<file path="config.mk">
export PLATFORM = sky130hd
export DESIGN_NAME = debug_port_flat
export DESIGN_NICKNAME = d
export VERILOG_FILES = /design/src/rtl/debug_port_if.sv /design/src/rtl/debug_port.sv /design/src/flat_wrapper.sv
export SDC_FILE = /design/constraint.sdc
export NUM_CORES = 1
export LEC_CHECK = 0
export ABC_AREA = 1
export CORE_MARGIN = 8
export CORE_UTILIZATION = 53
export DETAILED_ROUTE_END_ITERATION = 12
export GPL_ROUTABILITY_DRIVEN = 0
export GPL_TIMING_DRIVEN = 1
export HOLD_SLACK_MARGIN = 0.15
export PLACE_DENSITY = 0.95
export SYNTH_ARGS = -nofsm -noshare
export SYNTH_HDL_FRONTEND = slang
export SYNTH_SLANG_ARGS = --single-unit
</file>
<file path="constraint.sdc">
create_clock -name clk -period 3 [get_ports clk]
set_input_delay 0.3 -clock clk [delete_from_list [all_inputs] [get_ports clk]]
set_output_delay 0.3 -clock clk [all_outputs]
set_load 0.02 [all_outputs]
</file>
<file path="src/rtl/debug_port_if.sv">
// Debug controller signal bundle: UART byte stream plus the single-word debug bus.
// master = debug controller side, slave = UART/bus-interface side.
interface debug_port_if;
    logic [7:0]  rx_data;
    logic        rx_valid;
    logic [7:0]  tx_data;
    logic        tx_valid;
    logic        tx_ready;
    logic        stopped;
    logic        debug_stop;
    logic        debug_debug;
    logic        debug_rw;
    logic [15:0] debug_addr;
    logic [15:0] debug_dout;
    logic [15:0] debug_din;
    logic        debug_rd;
    logic        debug_wr;

    modport master (
        input  rx_data, rx_valid, tx_ready, stopped, debug_din, debug_rd, debug_wr,
        output tx_data, tx_valid, debug_stop, debug_debug, debug_rw, debug_addr, debug_dout
    );

    modport slave (
        output rx_data, rx_valid, tx_ready, stopped, debug_din, debug_rd, debug_wr,
        input  tx_data, tx_valid, debug_stop, debug_debug, debug_rw, debug_addr, debug_dout
    );
endinterface

</file>
<file path="src/rtl/debug_port.sv">
// Host debug controller: parses UART commands, halts/resumes the CPU and performs
// single-word debug reads/writes while the CPU is stopped.
//
// state   | meaning
// --------+-----------------------------------------------------------
// IDLE    | waiting for a command byte
// ADDR_HI | waiting for address bits [15:8]
// ADDR_LO | waiting for address bits [7:0]
// DATA_HI | write only: waiting for data bits [15:8]
// DATA_LO | write only: waiting for data bits [7:0]
// BUS     | debug access outstanding, waiting for DEBUG_RD / DEBUG_WR
// TX_HI   | sending read data bits [15:8]
// TX_LO   | sending read data bits [7:0]
// TX_ONE  | sending a single response byte
module debug_port (
    input  logic         clk,
    input  logic         rst,
    debug_port_if.master bus
);
    typedef enum logic [3:0] {
        IDLE, ADDR_HI, ADDR_LO, DATA_HI, DATA_LO, BUS, TX_HI, TX_LO, TX_ONE
    } state_t;

    localparam logic [7:0] CMD_H   = 8'h48;
    localparam logic [7:0] CMD_G   = 8'h47;
    localparam logic [7:0] CMD_S   = 8'h53;
    localparam logic [7:0] CMD_R   = 8'h52;
    localparam logic [7:0] CMD_W   = 8'h57;
    localparam logic [7:0] RSP_OK  = 8'h4B;
    localparam logic [7:0] RSP_UNK = 8'h3F;
    localparam logic [7:0] RSP_RUN = 8'h21;

    state_t      state_q,      state_nxt;
    logic [7:0]  tx_data_q,    tx_data_nxt;
    logic        tx_valid_q,   tx_valid_nxt;
    logic        stop_q,       stop_nxt;
    logic        dbg_q,        dbg_nxt;
    logic        rw_q,         rw_nxt;
    logic [15:0] addr_q,       addr_nxt;
    logic [15:0] dout_q,       dout_nxt;
    logic [15:0] rdata_q,      rdata_nxt;
    logic        op_w_q,       op_w_nxt;
    logic        args_done;
    logic        tx_accept;

    assign tx_accept = tx_valid_q & bus.tx_ready;

    always_ff @(posedge clk or posedge rst) begin
        if (rst) begin
            state_q    <= IDLE;
            tx_data_q  <= 8'h00;
            tx_valid_q <= 1'b0;
            stop_q     <= 1'b0;
            dbg_q      <= 1'b0;
            rw_q       <= 1'b0;
            addr_q     <= 16'h0000;
            dout_q     <= 16'h0000;
            rdata_q    <= 16'h0000;
            op_w_q     <= 1'b0;
        end else begin
            state_q    <= state_nxt;
            tx_data_q  <= tx_data_nxt;
            tx_valid_q <= tx_valid_nxt;
            stop_q     <= stop_nxt;
            dbg_q      <= dbg_nxt;
            rw_q       <= rw_nxt;
            addr_q     <= addr_nxt;
            dout_q     <= dout_nxt;
            rdata_q    <= rdata_nxt;
            op_w_q     <= op_w_nxt;
        end
    end

    always_comb begin
        state_nxt    = state_q;
        tx_data_nxt  = tx_data_q;
        tx_valid_nxt = tx_valid_q;
        stop_nxt     = stop_q;
        dbg_nxt      = dbg_q;
        rw_nxt       = rw_q;
        addr_nxt     = addr_q;
        dout_nxt     = dout_q;
        rdata_nxt    = rdata_q;
        op_w_nxt     = op_w_q;
        args_done    = 1'b0;

        unique case (state_q)
            IDLE: begin
                if (bus.rx_valid) begin
                    state_nxt    = TX_ONE;
                    tx_valid_nxt = 1'b1;
                    case (bus.rx_data)
                        CMD_H: begin
                            stop_nxt    = 1'b1;
                            tx_data_nxt = RSP_OK;
                        end
                        CMD_G: begin
                            stop_nxt    = 1'b0;
                            tx_data_nxt = RSP_OK;
                        end
                        CMD_S: tx_data_nxt = {7'b0, bus.stopped};
                        CMD_R, CMD_W: begin
                            op_w_nxt     = (bus.rx_data == CMD_W);
                            state_nxt    = ADDR_HI;
                            tx_valid_nxt = 1'b0;
                        end
                        default: tx_data_nxt = RSP_UNK;
                    endcase
                end
            end
            ADDR_HI: begin
                if (bus.rx_valid) begin
                    addr_nxt[15:8] = bus.rx_data;
                    state_nxt      = ADDR_LO;
                end
            end
            ADDR_LO: begin
                if (bus.rx_valid) begin
                    addr_nxt[7:0] = bus.rx_data;
                    if (op_w_q) state_nxt = DATA_HI;
                    else        args_done = 1'b1;
                end
            end
            DATA_HI: begin
                if (bus.rx_valid) begin
                    dout_nxt[15:8] = bus.rx_data;
                    state_nxt      = DATA_LO;
                end
            end
            DATA_LO: begin
                if (bus.rx_valid) begin
                    dout_nxt[7:0] = bus.rx_data;
                    args_done     = 1'b1;
                end
            end
            BUS: begin
                // Strobes of the opposite direction are ignored.
                if (!op_w_q && bus.debug_rd) begin
                    rdata_nxt    = bus.debug_din;
                    dbg_nxt      = 1'b0;
                    tx_data_nxt  = bus.debug_din[15:8];
                    tx_valid_nxt = 1'b1;
                    state_nxt    = TX_HI;
                end else if (op_w_q && bus.debug_wr) begin
                    dbg_nxt      = 1'b0;
                    tx_data_nxt  = RSP_OK;
                    tx_valid_nxt = 1'b1;
                    state_nxt    = TX_ONE;
                end
            end
            TX_HI: begin
                if (tx_accept) begin
                    tx_data_nxt = rdata_q[7:0];
                    state_nxt   = TX_LO;
                end
            end
            TX_LO, TX_ONE: begin
                if (tx_accept) begin
                    tx_valid_nxt = 1'b0;
                    state_nxt    = IDLE;
                end
            end
            default: state_nxt = IDLE;
        endcase

        // STOPPED is only consulted on the last argument byte.
        if (args_done) begin
            tx_valid_nxt = 1'b0;
            if (bus.stopped) begin
                state_nxt = BUS;
                dbg_nxt   = 1'b1;
                rw_nxt    = op_w_q;
            end else begin
                state_nxt    = TX_ONE;
                tx_data_nxt  = RSP_RUN;
                tx_valid_nxt = 1'b1;
            end
        end
    end

    assign bus.tx_data     = tx_data_q;
    assign bus.tx_valid    = tx_valid_q;
    assign bus.debug_stop  = stop_q;
    assign bus.debug_debug = dbg_q;
    assign bus.debug_rw    = rw_q;
    assign bus.debug_addr  = addr_q;
    assign bus.debug_dout  = dout_q;
endmodule

</file>
<file path="src/flat_wrapper.sv">
// flat-port wrapper written by rule: the top's interface ports become plain ports
module debug_port_flat 
  (clk, rst, bus_rx_data, bus_rx_valid, bus_tx_ready, bus_stopped, bus_debug_din, bus_debug_rd, bus_debug_wr, bus_tx_data, bus_tx_valid, bus_debug_stop, bus_debug_debug, bus_debug_rw, bus_debug_addr, bus_debug_dout);
  debug_port_if bus_i ();
  input  logic clk;
  input  logic rst;
  input wire logic [$bits(bus_i.rx_data)-1:0] bus_rx_data;
  input wire logic [$bits(bus_i.rx_valid)-1:0] bus_rx_valid;
  input wire logic [$bits(bus_i.tx_ready)-1:0] bus_tx_ready;
  input wire logic [$bits(bus_i.stopped)-1:0] bus_stopped;
  input wire logic [$bits(bus_i.debug_din)-1:0] bus_debug_din;
  input wire logic [$bits(bus_i.debug_rd)-1:0] bus_debug_rd;
  input wire logic [$bits(bus_i.debug_wr)-1:0] bus_debug_wr;
  output wire logic [$bits(bus_i.tx_data)-1:0] bus_tx_data;
  output wire logic [$bits(bus_i.tx_valid)-1:0] bus_tx_valid;
  output wire logic [$bits(bus_i.debug_stop)-1:0] bus_debug_stop;
  output wire logic [$bits(bus_i.debug_debug)-1:0] bus_debug_debug;
  output wire logic [$bits(bus_i.debug_rw)-1:0] bus_debug_rw;
  output wire logic [$bits(bus_i.debug_addr)-1:0] bus_debug_addr;
  output wire logic [$bits(bus_i.debug_dout)-1:0] bus_debug_dout;
  assign bus_i.rx_data = bus_rx_data;
  assign bus_i.rx_valid = bus_rx_valid;
  assign bus_i.tx_ready = bus_tx_ready;
  assign bus_i.stopped = bus_stopped;
  assign bus_i.debug_din = bus_debug_din;
  assign bus_i.debug_rd = bus_debug_rd;
  assign bus_i.debug_wr = bus_debug_wr;
  assign bus_tx_data = bus_i.tx_data;
  assign bus_tx_valid = bus_i.tx_valid;
  assign bus_debug_stop = bus_i.debug_stop;
  assign bus_debug_debug = bus_i.debug_debug;
  assign bus_debug_rw = bus_i.debug_rw;
  assign bus_debug_addr = bus_i.debug_addr;
  assign bus_debug_dout = bus_i.debug_dout;
  debug_port u_core (.clk(clk), .rst(rst), .bus(bus_i));
endmodule
</file>
# After elaboration in Yosys (flattened, before gate mapping)
# Cells that the tools add are included.
# totals
regBits,57
inputBits,31
wordCells,93
# op_classes
n_eq_ne,22
mux,39
bitwise_logic,1
reduce_logical,19
# ops
cell,count
4-bit two-way mux,12
8-bit two-way mux,6
8-bit one-hot mux with 3 select lines,2
"8-bit by 7-bit equality test with 1-bit output, second input constant",5
4-bit one-hot mux with 8 select lines,1
"4-bit by 3-bit equality test with 1-bit output, second input constant",4
1-bit two-way mux,15
"3-bit by 2-bit != test with 1-bit output, second input constant",4
2-bit AND reduction,6
"3-bit by 1-bit != test with 1-bit output, second input constant",3
9-bit AND reduction,1
"4-bit by 2-bit equality test with 1-bit output, second input constant",2
3-bit AND reduction,2
2-bit OR reduction,3
"4-bit by 1-bit equality test with 1-bit output, second input constant",1
"4-bit equality test, second input constant",1
4-bit zero test,1
"4-bit by 1-bit != test with 1-bit output, second input constant",1
1-bit one-hot mux with 2 select lines,2
4-bit AND reduction,1
4-bit nonzero test,1
1-bit one-hot mux with 3 select lines,1
1-bit logical AND,2
"2-bit by 1-bit != test with 1-bit output, second input constant",1
3 further kinds,3

# Longest topological paths before layout
# Gate-level depths: netlist of run 1.
# logic_depth
word_depth,7
depth_mapped,12
ltp_nobuf,12

# Worst setup path before layout of run 1
# Ideal clock, no wire load.
# synth_path
path_type,reg2reg
startpoint,reg u_core.state_q[3]
endpoint,reg u_core.state_q[0]
setup_time_ns,0.116
arrival_time_ns,1.283
path_slack_ns,1.601
stages_incl_launch_ff,11
n_path_buf,0
period_less_slack_ns,1.399
path_cell_list,dfrtp_1 -> inv_2 -> nand2_1 -> nor2_2 -> nand3_1 -> nand2_1 -> inv_2 -> nand2_4 -> inv_2 -> nand2_1 -> nand2_1
# synth_via
elab_chain_cells,4
elab_cells_between_ends,23
classes_between,eq/ne: 17; mux: 3; reduce/logical: 3
# synth_lines
item,line_no,source
from (decl),debug_port.sv:33,"state_t state_q, state_nxt;"
from (signal assigned),debug_port.sv:61,state_q <= state_nxt;
"4-bit by 3-bit equality test with 1-bit output, or another cell as far along",debug_port.sv:87,unique case (state_q)
1-bit one-hot mux with 2 select lines or 2-bit OR reduction (tied branches),debug_port.sv:87,
"4-bit by 1-bit != test with 1-bit output (no source line), or another cell as far along",-,
9-bit AND reduction (no source line) or 4-bit two-way mux (tied branches),-,
# Parallel ways exist; a longest one is shown, timed or not.
# A chain may end at the register's enable or synchronous reset.

# Worst setup path in the final report of run 1
# layout_path
startpoint,in bus_rx_data[2]
endpoint,reg u_core.tx_data_q[1] (netlist: u_core.bus.tx_data[1])
# layout_via
elab_chain_cells,7
elab_cells_between_ends,12
classes_between,eq/ne: 5; mux: 5; reduce/logical: 2
# layout_lines
item,line_no,source
from (decl),flat_wrapper.sv:7,input wire logic [$bits(bus_i.rx_data)-1:0] bus_rx_data;
8-bit by 7-bit equality test with 1-bit output,debug_port.sv:92,case (bus.rx_data)
2-bit OR reduction (on tied branches),-,
8-bit one-hot mux with 3 select lines *,debug_port.sv:92,
8-bit two-way mux *,debug_port.sv:89,if (bus.rx_valid) begin
8-bit one-hot mux with 3 select lines *,debug_port.sv:87,
8-bit two-way mux,debug_port.sv:169,if (bus.stopped) begin
8-bit two-way mux *,debug_port.sv:167,if (args_done) begin
named net u_core.tx_data_nxt[1],debug_port.sv:34,"logic [7:0] tx_data_q, tx_data_nxt;"
to (signal assigned),debug_port.sv:62,tx_data_q <= tx_data_nxt;
to (decl),debug_port.sv:34,
# Mark *: on every way through the listed nets, which the timed path passes. The rest lies on a longest branch.

==> key figures, run 1 <==
Outcome
  • Status: complete, no violations

Yosys
  • Cells after Synth: 404
  • Ys Warns: 0
  • Syn Std Cell Area: 2950 um2
  • Synth unique cells: 23
  • Sequential share of the synthesized area: 48.4%
  • #FFs+latches synth: 57
  • Post-Syn Area per Cell: 7.30 um2
  • Net Count, Synth: 435

Floorplan
  • Die width: 90.6 um
  • Initial Util: 54.2%
  • Core Region: 5440 um2
  • Die height: 90.6 um
  • Standard-cell row count: 27
  • Num ports: 75
  • DIE AREA: 8210 um2

Drt
  • WL final: 9270 um
  • Vias per inst: 5.66
  • Final ANT Viol Nets: 0
  • DRT Pass-1 Iters: 5
  • Post-DR wirelength/cell: 16.5 um
  • DRC: 0
  • Routed vias: 3174
  • DR iter-0 viols: 393

STA
  • Fin crit share: 60.0%
  • Fmax achieved: 556 MHz
  • Worst-Margin Slew: 0.539 ns
  • Worst Clk Skew: 0.0102 ns
  • Setup TNS: 0 ns
  • Slew Limit Headroom: 64.0%
  • Endpoints failing setup: 0
  • Hold_ws: 0.254 ns
  • Post-route minimum period: 1.80 ns
  • RSZ-0062 raised after global routing: no
  • Final Hold Fails: 0
  • Slew Viols, Final: 0
  • Final setup margin: 1.20 ns

Clock tree
  • Clk buf depth: 2
  • Clock transition at the registers of the reported paths: 0.06 ns
  • CTS Sinks: 57
  • Hold Buf Count CTS: 0
  • CTS tree: yes
  • CTS-repair resized insts: 0
  • H-tree lvl count: 3
  • Post-CTS setup buffers: 0
  • TritonCTS buffer count: 9
  • Clk_lat worst skew: 0.34 ns
  • Root Buffer: clkbuf_8

Power and ir drop
  • Leak pwr: 2.00 nW
  • Worst IR Drop VDD: 644 uV
  • Power Dens Cells: 980 nW/um2

Setup path
  • Data required, critical path: 3.23 ns
  • CP Launch Type: input port
  • Data arrival time of the critical path: 2.03 ns
  • CP Capture Type: flip-flop
  • Critical path type: input port to flip-flop
  • Reg2reg setup slack: 1.25 ns
  • Maximum fanout along the worst path: 5

Cells and area
  • Register area: 1430 um2
  • NumNets Final: 515
  • Share of layout cells above drive strength 1: 10.0%
  • N_diodes: 0
  • FILL cells: 366
  • Footprint of the multi-input gates: 1310 um2
  • Most frequent cells in the layout: nand2_1, clkdlybuf4s50_1, dfrtp_1
  • Area delta synth->final: 34.6%
  • Non-Filler Instances: 561
  • Most common cell after layout, fill and taps aside: nand2_1

Global route
  • Total track usage: 23.5%
  • Global-route wire length before repair: 15600 um
  • Gr ovfl total: 0
  • Largest net degree at the start of global routing: 23
  • Vias in the first global route: 3232
  • Initial antenna violation count: 0

Placed design
  • Port buffer count: 74
  • Post-detail-place hpwl: 6520 um
  • Dpl ws: 0.990 ns
  • Dpl cells: 545

Hold path
  • Hold Path Class: input port to asynchronous set/reset pin

Run
  • # Max-Cap Violations: 0
## synth_stat cells, drive strengths merged
cell      n  area [um2]
nor2     37         179
a22oi     1        7.51
a21boi    1        7.51
nor3      5        25.0
nand2   169         672
a211oi    1        7.51
dfrtp    57        1430
o211ai    1        7.51
nand3    22         125
clkbuf    2        7.51
buf       5        25.0
a21oi     2        10.0
o31ai     1        7.51
o21ai    51         255
inv      48         180
nand2b    1        6.26
## path summary, 6_finish.rpt
path | end | cells past startpoint | startpoint
setup / recovery | u_core.bus.tx_data[1] | 12 | bus_rx_data[2]
hold / removal | u_core.bus.debug_stop | 2 | rst
setup reg to reg | u_core.bus.tx_valid | 8 | u_core.state_q[2]
hold reg to reg | u_core.rdata_q[5] | 2 | u_core.rdata_q[5]
max in group asynchronous | u_core.state_q[0] | 3 | rst
min in group clk | u_core.rdata_q[5] | 2 | u_core.rdata_q[5]
## worst max-delay path: stages
cell,delay (ns)
clkdlybuf4s50_1,0.55
inv_1,0.12
nor2_1,0.15
nand2_1,0.14
nand2_1,0.14
nand2_1,0.11
inv_1,0.14
nor2_4,0.06
nor2_1,0.09
nand3_1,0.09
nand2_1,0.09
inv_1,0.06
## kinds of logic after synthesis
family / count (synthesis) / share of synthesized area, %
buffers and inverters: 55 / 7.21
and+or+nand+nor: 234 / 34.2
DFF: 57 / 48.4
AOI/OAI and AO/OA: 58 / 10.3
## per-layer routing
layer  wire length [um]  track usage [%]  share of wire, %
met1               3610             28.0                39
met2               4440             38.0                48
met3                804             5.07               8.7
met4                409             13.9               4.4
met5                  0                0                 0
## through the flow
step / power, W / util [%] / instance area (um2)
floorplan: 0.00229 / - / 2950
global placement: 0.00301 / 69.2 / 3760
detailed placement: 0.00308 / 69.2 / 3760
CTS: 0.00387 / 73.0 / 3970
global route: 0.00409 / 73.0 / 3970
finish: 0.00389 / 73.0 / 3970
## state kept, by name (all words and copies together) (netlist names)
signal and flops:
u_core.bus.debug_stop 1, u_core.bus.debug_debug 1, u_core.bus.tx_data 8, u_core.op_w_q 1, u_core.bus.tx_valid 1, u_core.bus.debug_addr 16, u_core.state_q 4, u_core.bus.debug_rw 1
u_core.bus.debug_dout 16, u_core.rdata_q 8
## power by group
group | internal (W) | total (W) | switching (W)
registers | 0.00106 | 0.00128 | 0.000229
logic | 0.000756 | 0.00187 | 0.00111
clock network | 0.000429 | 0.000741 | 0.000312
## area by class of cell
class | instances | area share (%)
inverter | 48 | 4.54
sequential | 57 | 35.9
multi-input combinational | 292 | 33.0
tap | 72 | 2.27
clock buffer | 12 | 3.91
clock inverter | 4 | 1.29
timing repair buffer | 76 | 19.0
Note: power is estimated with default switching activity, not from simulation.
==> run 2: changes to the inputs <==
--- a/config.mk
+++ b/config.mk
@@ -7,12 +7,12 @@
 export LEC_CHECK = 0
 export ABC_AREA = 1
 export CORE_MARGIN = 8
-export CORE_UTILIZATION = 53
+export CORE_UTILIZATION = 44
 export DETAILED_ROUTE_END_ITERATION = 12
 export GPL_ROUTABILITY_DRIVEN = 0
 export GPL_TIMING_DRIVEN = 1
 export HOLD_SLACK_MARGIN = 0.15
-export PLACE_DENSITY = 0.95
+export PLACE_DENSITY = 0.86
 export SYNTH_ARGS = -nofsm -noshare
 export SYNTH_HDL_FRONTEND = slang
 export SYNTH_SLANG_ARGS = --single-unit
==> constraint.sdc (replaced) <==
create_clock -name clk -period 1.45 [get_ports clk]
set_input_delay 0.145 -clock clk [delete_from_list [all_inputs] [get_ports clk]]
set_output_delay 0.145 -clock clk [all_outputs]
set_load 0.02 [all_outputs]
==> run 2 against run 1 <==
Against the previous run: largest cell class is now multi-input gates; hold slack worse by 0.036 ns; largest power group unchanged; the run now ends with negative setup slack left; flip-flop and latch count unchanged; clock power up 110%; critical path type is now flip-flop to flip-flop.
==> key figures, run 2 (synthesized netlist as in run 1, its figures left out) <==
Setup path
  • Data required, critical path: 1.70 ns (-1.53 ns)
  • Worst path cell trace: inv_2 -> nand2_4 -> nor2_4 -> nand2_2 -> nand2_4 -> inv_1 -> nand2_1 -> nand2_1 -> a21oi_1
  • Max stage delay on crit path: 0.48 ns (-0.07 ns)
  • Crit path from: u_core.state_q[0]
  • Critical path type: flip-flop to flip-flop
  • Data arrival time of the critical path: 1.93 ns (-0.10 ns)
  • Maximum fanout along the worst path: 5 (unchanged)
  • CP Launch Type: flip-flop
  • R2R Path Start: u_core.state_q[0]
  • Critical Path Sink: u_core.bus.tx_data[7]
  • CP Capture Type: flip-flop
  • Reg2reg setup slack: -0.23 ns (-1.48 ns)
  • Reg2reg path depth: 9 (+1)
  • R2r endpoint: u_core.bus.tx_data[7]
  • CP top delay family: simple AND/OR/NAND/NOR gates
  • Critical path depth in cells: 9 (-3)
  • Worst Path Buf+Inv: 2 (-2)
  • Slowest CP cell: dfrtp_2

STA
  • Fin crit share: 116%
  • RSZ-0062 raised after global routing: yes
  • Final setup margin: -0.228 ns (-1.43 ns)
  • Slew Viols, Final: 0 (unchanged)
  • Final Hold Fails: 0 (unchanged)
  • Post-route minimum period: 1.68 ns
  • Worst-Margin Slew: 0.345 ns (-0.194 ns)
  • Endpoints failing setup: 15 (+15)
  • Fmax achieved: 596 MHz
  • Slew Limit Headroom: 76.9% (+13 points)
  • Worst Clk Skew: 0.00715 ns (-0.00309 ns)

Cells and area
  • FILL cells: 472 (+29%)
  • N_diodes: 0 (unchanged)
  • Final Cell Area: 4560 um2 (+15%)
  • Most common cell after layout, fill and taps aside: nand2_1
  • Area delta synth->final: 54.5%
  • Share of layout cells above drive strength 1: 25.6% (+16 points)
  • Non-Filler Instances: 619 (+10%)
  • Most frequent cells in the layout: nand2_1, dfrtp_1, buf_4
  • NumNets Final: 565 (+9.7%)

Floorplan
  • Die height: 97.9 um (+8.0%)
  • Core Region: 6640 um2 (+22%)
  • DIE AREA: 9580 um2 (+17%)
  • Num ports: 75 (unchanged)
  • Standard-cell row count: 30 (+11%)
  • Initial Util: 44.4% (-9.8 points)
  • Die width: 97.9 um (+8.0%)

Clock tree
  • Clk_lat worst skew: 0.34 ns (about the same)
  • TritonCTS buffer count: 9 (unchanged)
  • Clock transition at the registers of the reported paths: 0.07 ns (about the same)
  • H-tree lvl count: 3 (unchanged)
  • CTS Sinks: 57 (unchanged)
  • Clk buf depth: 2 (unchanged)
  • Root Buffer: clkbuf_8
  • Hold Buf Count CTS: 0 (unchanged)
  • CTS tree: yes

Power and ir drop
  • Leak pwr: 2.47 nW (+24%)
  • Worst IR Drop VDD: 1330 uV (+110%)
  • Power, Total: 0.00847 W (+120%)
  • Power Dens Cells: 1860 nW/um2 (+90%)

Placed design
  • Port buffer count: 74 (unchanged)
  • Area post-placement: 4110 um2 (+9.1%)
  • Post-detail-place hpwl: 6840 um (+5.0%)
  • Dpl cells: 592 (+8.6%)

Drt
  • Final ANT Viol Nets: 0 (unchanged)
  • DRC: 0 (unchanged)
  • DR iter-0 viols: 355 (-9.7%)
  • Routed vias: 3385 (+6.6%)
  • Post-DR wirelength/cell: 16.9 um (+2.0%)
  • DRT Pass-1 Iters: 6 (+1)
  • Vias per inst: 5.47 (-3.3%)
  • WL final: 10400 um (+13%)

Run
  • # Max-Cap Violations: 0 (unchanged)

Global route
  • Gr ovfl total: 0 (unchanged)
  • Initial antenna violation count: 0 (unchanged)
  • Total track usage: 19.9% (-3.6 points)
  • Global-route wire length before repair: 15300 um (-1.6%)
  • Largest net degree at the start of global routing: 58 (+150%)
  • Vias in the first global route: 3240 (+0.25%)

Hold path
  • Hold Path Class: input port to asynchronous set/reset pin

Outcome
  • Failing checks: negative setup slack
  • Status: finished with violations
## run 2: changes by cell type in the layout (fill, tap and decap cells not counted), moves of 4 or more
cell	delta
dlygate4sd2_1	+43
buf_6	+4
nand2_4	+11
nand2_1	-13
nor2_4	+6
o21ai_0	-7
clkdlybuf4s50_1	-44
nand3_1	-4
o21ai_1	+5
buf_4	+42
nor2_2	+5
nor2_1	-10
inv_1	-5
## run 2: through the flow
stage	utilization [%]	TNS [ns]	hold slack (ns)	setup slack, ns
3_3_place_gp	61.8	-2.16	0.459	-0.172
6_report	68.6	-1.41	0.218	-0.228
5_1_grt	68.6	-2.27	0.229	-0.239
4_1_cts	65.3	-0.0177	0.229	-0.0177
2_1_floorplan	-	0	0.232	0.0508
3_5_place_dp	61.8	-3.70	0.459	-0.277
## run 2: worst min-delay path by stage
| stage | startpoint | end | slack [ns] | depth (start not counted) |
|---|---|---|---|---|
| finish | rst | u_core.state_q[2] | 0.22 | 3 |
| global route | rst | u_core.bus.debug_dout[3] | 0.23 | 3 |
| CTS | rst | u_core.bus.tx_valid | 0.23 | 3 |
| detailed placement | u_core.rdata_q[0] | u_core.rdata_q[0] | 0.46 | 2 |
| global placement | u_core.rdata_q[5] | u_core.rdata_q[5] | 0.46 | 2 |
| floorplan | rst | u_core.bus.debug_addr[0] | 0.23 | 1 |
## run 2: report_power, final
part           internal (W)  switching [W]
clock network      0.000806       0.000725
registers           0.00219       0.000460
logic               0.00166        0.00263
total               0.00465        0.00381
## run 2: timing repair
action | in CTS | in global routing
pin swaps | 3 | 14
cloned | 0 | 2
setup endpoints to repair | 67 | 44
buffers inserted | 4 | 5
resized for setup | 62 | 54
## run 2: layout make-up
| cell class | instances | area, um2 | share of cell area, % |
|---|---|---|---|
| clock buffers | 9 | 124 | 2.72 |
| flip-flops and latches | 57 | 1430 | 31.4 |
| inverters | 48 | 191 | 4.20 |
| multi-input cells | 293 | 1510 | 33.1 |
| clock inverters | 7 | 78.8 | 1.73 |
| repair buffers | 125 | 1120 | 24.7 |
| well taps | 80 | 100 | 2.20 |
## run 2: worst min-delay path: stages
cell	delay (ns)
clkdlybuf4s50_1	0.44
clkinvlp_4	0.09
buf_12	0.27
## run 2: layer usage
| layer | share of wire (%) | global-route usage [%] | vias to the layer above | wire [um] |
|---|---|---|---|---|
| met5 | 0 | 0 | - | 0 |
| met4 | 3.5 | 8.39 | 0 | 369 |
| met3 | 9.9 | 7.89 | 52 | 1030 |
| met2 | 49 | 32.6 | 199 | 5110 |
| met1 | 38 | 22.5 | 1610 | 3920 |
| li1 | - | - | 1524 | - |
